**config.mk**
```make
export PLATFORM = sky130hd
export DESIGN_NAME = spi_cmd_arbiter_flat
export DESIGN_NICKNAME = d
export VERILOG_FILES = /design/src/rtl/spi_cmd_arbiter_if.sv /design/src/rtl/spi_cmd_arbiter.sv /design/src/flat_wrapper.sv
export SDC_FILE = /design/constraint.sdc
export NUM_CORES = 1
export LEC_CHECK = 0
export BUFFER_PORTS_ARGS = -buffer_cell sky130_fd_sc_hd__buf_2
export CORE_AREA = 2 2 58 82
export CTS_CLUSTER_SIZE = 25
export DETAILED_ROUTE_END_ITERATION = 10
export DIE_AREA = 0 0 60 84
export PLACE_DENSITY = 0.79
export SKIP_LAST_GASP = 1
export SYNTH_ARGS = -nofsm -noshare
export SYNTH_HDL_FRONTEND = slang
export SYNTH_SLANG_ARGS = --single-unit
export TNS_END_PERCENT = 30
```
**constraint.sdc**
```tcl
create_clock -name clk_in -period 1.95 [get_ports clk_in]
set_input_delay 0.2925 -clock clk_in [delete_from_list [all_inputs] [get_ports clk_in]]
set_output_delay 0.2925 -clock clk_in [all_outputs]
set_load 0.05 [all_outputs]
```
**src/rtl/spi_cmd_arbiter_if.sv**
```systemverilog
// rtl/spi_cmd_arbiter_if.sv - requester/SPI pin bundle for spi_cmd_arbiter
interface spi_cmd_arbiter_if #(
  parameter int NREQ = 3
);
  logic [NREQ-1:0]   req_in;
  logic [8*NREQ-1:0] addr_in;
  logic [8*NREQ-1:0] data_in;
  logic [NREQ-1:0]   gnt_out;
  logic [NREQ-1:0]   done_out;
  logic [7:0]        rdata_out;
  logic              busy_out;
  logic [NREQ-1:0]   spi_scs_out;
  logic              spi_sck_out;
  logic              spi_sdo_out;
  logic              spi_sdi_in;

  modport master (
    output req_in, addr_in, data_in, spi_sdi_in,
    input  gnt_out, done_out, rdata_out, busy_out, spi_scs_out, spi_sck_out, spi_sdo_out
  );

  modport slave (
    input  req_in, addr_in, data_in, spi_sdi_in,
    output gnt_out, done_out, rdata_out, busy_out, spi_scs_out, spi_sck_out, spi_sdo_out
  );
endinterface

```
**src/rtl/spi_cmd_arbiter.sv**
```systemverilog
// rtl/spi_cmd_arbiter.sv - round-robin SPI command arbiter, 16-bit mode-0 frames
// Optional read capture of the last data byte: SPI_READBACK_EN.
module spi_cmd_arbiter #(
  parameter int NREQ    = 3,
  parameter int CLKDIV  = 8,
  parameter int GAP_CYC = 4
) (
  input  logic              clk_in,
  input  logic              rst_n_in,
  spi_cmd_arbiter_if.slave  bus
);
  localparam int IDXW = (NREQ > 1) ? $clog2(NREQ) : 1;
  localparam int CMAX = (CLKDIV > GAP_CYC) ? CLKDIV : GAP_CYC;
  localparam int CNTW = $clog2(CMAX + 1);

  typedef enum logic [2:0] {S_IDLE, S_SETUP, S_SHIFT, S_HOLD, S_GAP, S_DONE} state_e;

  state_e            state_q, state_d;
  logic [CNTW-1:0]   cnt_q, cnt_d;
  logic [4:0]        half_q, half_d;
  logic [15:0]       frame_q, frame_d;
  logic [IDXW-1:0]   win_q, win_d;
  logic [IDXW-1:0]   rr_q, rr_d;
  logic              found;
  logic [IDXW-1:0]   pick;
  logic [7:0]        pick_addr, pick_data;
`ifdef SPI_READBACK_EN
  logic              rd_q, rd_d;
  logic [7:0]        rx_q, rx_d;
  logic [7:0]        rdata_q, rdata_d;
`endif

  // Two passes give "first requester after rr_q, wrapping" without a modulo.
  always_comb begin
    found     = 1'b0;
    pick      = '0;
    pick_addr = '0;
    pick_data = '0;
    for (int i = 0; i < NREQ; i++) begin
      if (!found && IDXW'(i) > rr_q && bus.req_in[i]) begin
        found     = 1'b1;
        pick      = IDXW'(i);
        pick_addr = bus.addr_in[8*i +: 8];
        pick_data = bus.data_in[8*i +: 8];
      end
    end
    for (int i = 0; i < NREQ; i++) begin
      if (!found && IDXW'(i) <= rr_q && bus.req_in[i]) begin
        found     = 1'b1;
        pick      = IDXW'(i);
        pick_addr = bus.addr_in[8*i +: 8];
        pick_data = bus.data_in[8*i +: 8];
      end
    end
  end

  always_ff @(posedge clk_in or negedge rst_n_in) begin
    if (!rst_n_in) begin
      state_q <= S_IDLE;
      cnt_q   <= '0;
      half_q  <= '0;
      frame_q <= '0;
      win_q   <= '0;
      rr_q    <= IDXW'(NREQ - 1);
`ifdef SPI_READBACK_EN
      rd_q    <= 1'b0;
      rx_q    <= '0;
      rdata_q <= '0;
`endif
    end else begin
      state_q <= state_d;
      cnt_q   <= cnt_d;
      half_q  <= half_d;
      frame_q <= frame_d;
      win_q   <= win_d;
      rr_q    <= rr_d;
`ifdef SPI_READBACK_EN
      rd_q    <= rd_d;
      rx_q    <= rx_d;
      rdata_q <= rdata_d;
`endif
    end
  end

  always_comb begin
    state_d = state_q;
    cnt_d   = cnt_q;
    half_d  = half_q;
    frame_d = frame_q;
    win_d   = win_q;
    rr_d    = rr_q;
`ifdef SPI_READBACK_EN
    rd_d    = rd_q;
    rx_d    = rx_q;
    rdata_d = rdata_q;
`endif
    case (state_q)
      S_IDLE: begin
        if (found) begin
          state_d = S_SETUP;
          cnt_d   = '0;
          frame_d = {pick_addr, pick_data};
          win_d   = pick;
          rr_d    = pick;
`ifdef SPI_READBACK_EN
          rd_d    = pick_addr[7];
`endif
        end
      end
      S_SETUP: begin
        if (cnt_q == CNTW'(CLKDIV - 1)) begin
          state_d = S_SHIFT;
          cnt_d   = '0;
          half_d  = '0;
        end else begin
          cnt_d = cnt_q + 1'b1;
        end
      end
      S_SHIFT: begin
        if (cnt_q == CNTW'(CLKDIV - 1)) begin
          cnt_d  = '0;
          half_d = half_q + 1'b1;
          // Even half ends on a rising edge, odd half on a falling edge.
          if (!half_q[0]) begin
`ifdef SPI_READBACK_EN
            if (rd_q && half_q[4]) rx_d = {rx_q[6:0], bus.spi_sdi_in};
`endif
          end else if (half_q == 5'd31) begin
            state_d = S_HOLD;
          end else begin
            frame_d = {frame_q[14:0], 1'b0};
          end
        end else begin
          cnt_d = cnt_q + 1'b1;
        end
      end
      S_HOLD: begin
        if (cnt_q == CNTW'(CLKDIV - 1)) begin
          state_d = S_GAP;
          cnt_d   = '0;
        end else begin
          cnt_d = cnt_q + 1'b1;
        end
      end
      S_GAP: begin
        if (cnt_q == CNTW'(GAP_CYC - 1)) begin
          state_d = S_DONE;
          cnt_d   = '0;
`ifdef SPI_READBACK_EN
          if (rd_q) rdata_d = rx_q;
`endif
        end else begin
          cnt_d = cnt_q + 1'b1;
        end
      end
      S_DONE:  state_d = S_IDLE;
      default: state_d = S_IDLE;
    endcase
  end

  always_comb begin
    bus.gnt_out     = '0;
    bus.done_out    = '0;
    bus.spi_scs_out = '1;
    bus.busy_out    = (state_q != S_IDLE);
    bus.spi_sck_out = (state_q == S_SHIFT) && half_q[0];
    bus.spi_sdo_out = 1'b0;
    if (state_q == S_SETUP || state_q == S_SHIFT || state_q == S_HOLD)
      bus.spi_sdo_out = frame_q[15];
    for (int i = 0; i < NREQ; i++) begin
      if (win_q == IDXW'(i)) begin
        if (state_q == S_SETUP || state_q == S_SHIFT || state_q == S_HOLD)
          bus.spi_scs_out[i] = 1'b0;
        if (state_q == S_SETUP || state_q == S_SHIFT || state_q == S_HOLD || state_q == S_GAP)
          bus.gnt_out[i] = 1'b1;
        if (state_q == S_DONE)
          bus.done_out[i] = 1'b1;
      end
    end
  end

`ifdef SPI_READBACK_EN
  assign bus.rdata_out = rdata_q;
`else
  assign bus.rdata_out = '0;
`endif

endmodule

```
**src/flat_wrapper.sv**
```systemverilog
// flat-port wrapper written by rule: the top's interface ports become plain ports
module spi_cmd_arbiter_flat 
#(
  parameter int NREQ    = 3,
  parameter int CLKDIV  = 8,
  parameter int GAP_CYC = 4
)
  (clk_in, rst_n_in, bus_req_in, bus_addr_in, bus_data_in, bus_spi_sdi_in, bus_gnt_out, bus_done_out, bus_rdata_out, bus_busy_out, bus_spi_scs_out, bus_spi_sck_out, bus_spi_sdo_out);
  spi_cmd_arbiter_if #(.NREQ(NREQ)) bus_i ();
  input  logic clk_in;
  input  logic rst_n_in;
  input wire logic [$bits(bus_i.req_in)-1:0] bus_req_in;
  input wire logic [$bits(bus_i.addr_in)-1:0] bus_addr_in;
  input wire logic [$bits(bus_i.data_in)-1:0] bus_data_in;
  input wire logic [$bits(bus_i.spi_sdi_in)-1:0] bus_spi_sdi_in;
  output wire logic [$bits(bus_i.gnt_out)-1:0] bus_gnt_out;
  output wire logic [$bits(bus_i.done_out)-1:0] bus_done_out;
  output wire logic [$bits(bus_i.rdata_out)-1:0] bus_rdata_out;
  output wire logic [$bits(bus_i.busy_out)-1:0] bus_busy_out;
  output wire logic [$bits(bus_i.spi_scs_out)-1:0] bus_spi_scs_out;
  output wire logic [$bits(bus_i.spi_sck_out)-1:0] bus_spi_sck_out;
  output wire logic [$bits(bus_i.spi_sdo_out)-1:0] bus_spi_sdo_out;
  assign bus_i.req_in = bus_req_in;
  assign bus_i.addr_in = bus_addr_in;
  assign bus_i.data_in = bus_data_in;
  assign bus_i.spi_sdi_in = bus_spi_sdi_in;
  assign bus_gnt_out = bus_i.gnt_out;
  assign bus_done_out = bus_i.done_out;
  assign bus_rdata_out = bus_i.rdata_out;
  assign bus_busy_out = bus_i.busy_out;
  assign bus_spi_scs_out = bus_i.spi_scs_out;
  assign bus_spi_sck_out = bus_i.spi_sck_out;
  assign bus_spi_sdo_out = bus_i.spi_sdo_out;
  spi_cmd_arbiter #(.NREQ(NREQ), .CLKDIV(CLKDIV), .GAP_CYC(GAP_CYC)) u_core (.clk_in(clk_in), .rst_n_in(rst_n_in), .bus(bus_i));
endmodule
```
==> results.toml <==
[cells_and_area]
nFillCells = 395
final_cells = 371
layout_commonest_cell = "buf_2"
synthToLayoutAreaGrowth_pct = 23.7
final_cell_mix = "buf_2, nand2_1, o21ai_1"
final_nets = 366
n_antenna_cell = 0
final_util_pct = 59.4
layout-drive-gt1-share_pct = 33.0

[timing]
relSlewSlack_pct = 53.3
rsz0062_at_grt = "yes"
tightest_slew_ns = 0.700
hold_viol_final = 0
period_needed_ns = 1.95
finalCritPeriodShare_pct = 100
fin_skew_ns = 0.00567
slew_viol_final = 0
worst_slack_ns = -0.00380
fmax_ghz = 0.512
setup_viol = 1
fin_tns_setup_ns = -0.00380

[detailed_routing]
drc = 0
routed_via_density = 5.45
vias = 2021
drtPass1Iterations = 4
drtIter0Drc = 29
wirelength_mm = 4.96
wl_per_cell_um = 13.4
ant_nets = 0

[global_routing]
antenna_found_initial = 0
grt_pass1_vias = 1890
grt_max_degree = 32
grt_pass1_wl_mm = 8.22
grt_use_met2_pct = 35.9
grt_busiest_layer = "met2"
use_met1_pct = 24.8
grt.total_usage_pct = 21.0
grt_overflow = 0
globalRouteMet3Util_pct = 4.03

[setup_path]
cpMostUsedCell = "buf_4"
rrSetupSlack_ns = 0.07
crit_slowest_cell = "dfrtp_1"
r2r_start = "u_core.half_q[1]"
crit_family = "buffers and inverters"
r2r-end = "u_core.frame_q[11]"
cp.required_ns = 1.66
crit_fanout = 7
crit_chain = "buf_4, nor2_1, buf_4, or3_1, buf_2"
start_kind = "flip-flop"
arrival_ns = 1.66
crit_type = "flip-flop to primary output"
worst-path-buf-inv = 3
reg2reg_depth = 7
end_kind = "primary output"
cpPeakStageDelay_ns = 0.44

[logic_synthesis]
synthDistinctLibCells = 42
netlist_instances = 239
yosysSeqAreaShare_pct = 36.9
yosysWarnings = 0
synth_area_um2 = 2110
ys_seq_elements = 31
synth.avg_cell_area_um2 = 8.82

[die]
pin_count = 74
dieArea_um2 = 5040
fp.dieH_um = 84
fp.coreArea_um2 = 4390
die_w_um = 60
initial_core_util_pct = 48.0
core.rowCount = 29

[cts]
cts_buffer_depth = 2
cts_num_sinks = 31
cts.clk_slew.worst_paths_ns = 0.07
clockRootBuffer = "clkbuf_8"
cts_tree = "yes"
cts_made_buffers = 5
worst_skew_pair.late_latency_ns = 0.29
cts_max_level = 2

[power]
ir_drop_mv = 0.369
power_density_nw_per_um2 = 521
p_leak_nw = 1.24

[placement]
place_congestion = 0.859
portBuffers = 64
dp.cells = 363
dp_hpwl_mm = 3.73

[status]
violations = "setup timing"
run_status = "complete, but fails checks"

[flow_run]
drv_cap = 0

[hold_path]
hold_path.class = "primary input to async pin"
power breakdown:
part	switching (mW)	total, mW	internal, mW
Combinational	0.117	0.196	0.0789
Clock	0.240	0.516	0.276
Sequential	0.00129	0.647	0.646
synthesized netlist by cell type (all sizes together):
cell	n	area, um^2
o211ai	1	7.51
o31a	1	8.76
dfstp	1	26.3
nor3b	1	12.5
nand3	4	20.0
a2bb2oi	1	26.3
nor3	5	25.0
xnor2	1	8.76
conb	1	3.75
nor2	17	104
nand3b	2	15.0
nor2b	2	12.5
o41ai	1	16.3
mux2	2	22.5
o2bb2ai	2	30.0
and3	3	18.8
a211oi	16	120
xor2	2	17.5
nand2b	5	31.3
and3b	1	8.76
ha	3	37.5
a22o	20	175
clkbuf	3	11.3
dfrtp	30	751
or3	4	25.0
or3b	1	8.76
inv	1	3.75
buf	20	145
a21oi	3	15.0
nand4	2	12.5
o22a	1	8.76
nand2	35	131
and2	2	12.5
a31oi	1	6.26
and4b	1	10.0
o21ai	42	210
or2	1	8.76
cell type report:
cell class	instances	area, um^2	share of cell area, %
Multi-Input combinational cell	192	1220	46.9
Sequential cell	31	778	29.8
Timing Repair Buffer	78	439	16.8
Clock buffer	6	82.6	3.17
Tap cell	62	77.6	2.97
Clock inverter	1	5.00	0.192
Inverter	1	3.75	0.144
worst max path at each step:
stage | startpoint | to | slack [ns] | depth (start not counted)
final | u_core.state_q[0] | bus_spi_scs_out[1] | -0.004 | 5
after detailed placement | u_core.half_q[0] | u_core.frame_q[5] | 0.08 | 7
after floorplan | u_core.state_q[0] | bus_gnt_out[1] | -0.07 | 6
after CTS | u_core.state_q[0] | bus_gnt_out[0] | -0.03 | 5
after global routing | u_core.state_q[0] | bus_gnt_out[1] | -0.08 | 5
after global placement | u_core.half_q[1] | u_core.frame_q[10] | 0.11 | 7
per-stage QoR:
step / hold WS (ns) / setup slack (ns) / power [mW] / instance area, um^2
floorplan: -0.00309 / -0.0676 / 0.784 / 2140
global placement: 0.380 / 0.112 / 0.851 / 2490
detailed placement: 0.379 / 0.0781 / 0.855 / 2490
CTS: 0.0721 / -0.0271 / 1.37 / 2580
global route: 0.111 / -0.0751 / 1.42 / 2610
finish: 0.0476 / -0.00380 / 1.36 / 2610
metal layers:
metal  part of all wire, %  vias to the layer above  wire [um]
met5                     0                        -          0
met2                    53                       47       2650
li1                      -                     1004          -
met4                   2.2                        0        110
met3                   3.4                       10        168
met1                    41                      960       2030
registers in the layout, indices dropped and copies added (netlist names):
| register | flops |
|---|---|
| u_core.win_q | 1 |
| u_core.state_q | 3 |
| u_core.rr_q | 2 |
| u_core.half_q | 5 |
| u_core.cnt_q | 4 |
| u_core.frame_q | 16 |
cell families after synthesis:
group / count (synthesis) / synth area share (%)
multiplexers: 2 / 1.07
AND/OR/NAND/NOR: 86 / 21.7
AO/OA/AOI/OAI: 89 / 29.6
flip-flops: 31 / 36.9
adder cells (fa/ha/maj): 3 / 1.78
XOR/XNOR: 3 / 1.25
other: 1 / 0.178
buffers and inverters: 24 / 7.60
worst reg2reg max path, delay by kind of cell (launching register included):
family / cells / cell delay [ns]
flops: 1 / 0.40
compound gates: 3 / 0.55
simple gates: 2 / 0.37
fa+ha+maj: 2 / 0.49
repair_timing:
item                                    CTS  global route
setup buffers                             0             0
hold buffers                              0             0
cloned                                    0             1
resized for setup                         1             8
endpoints found under the setup margin    5            22
(Power assumes the default switching activity.)
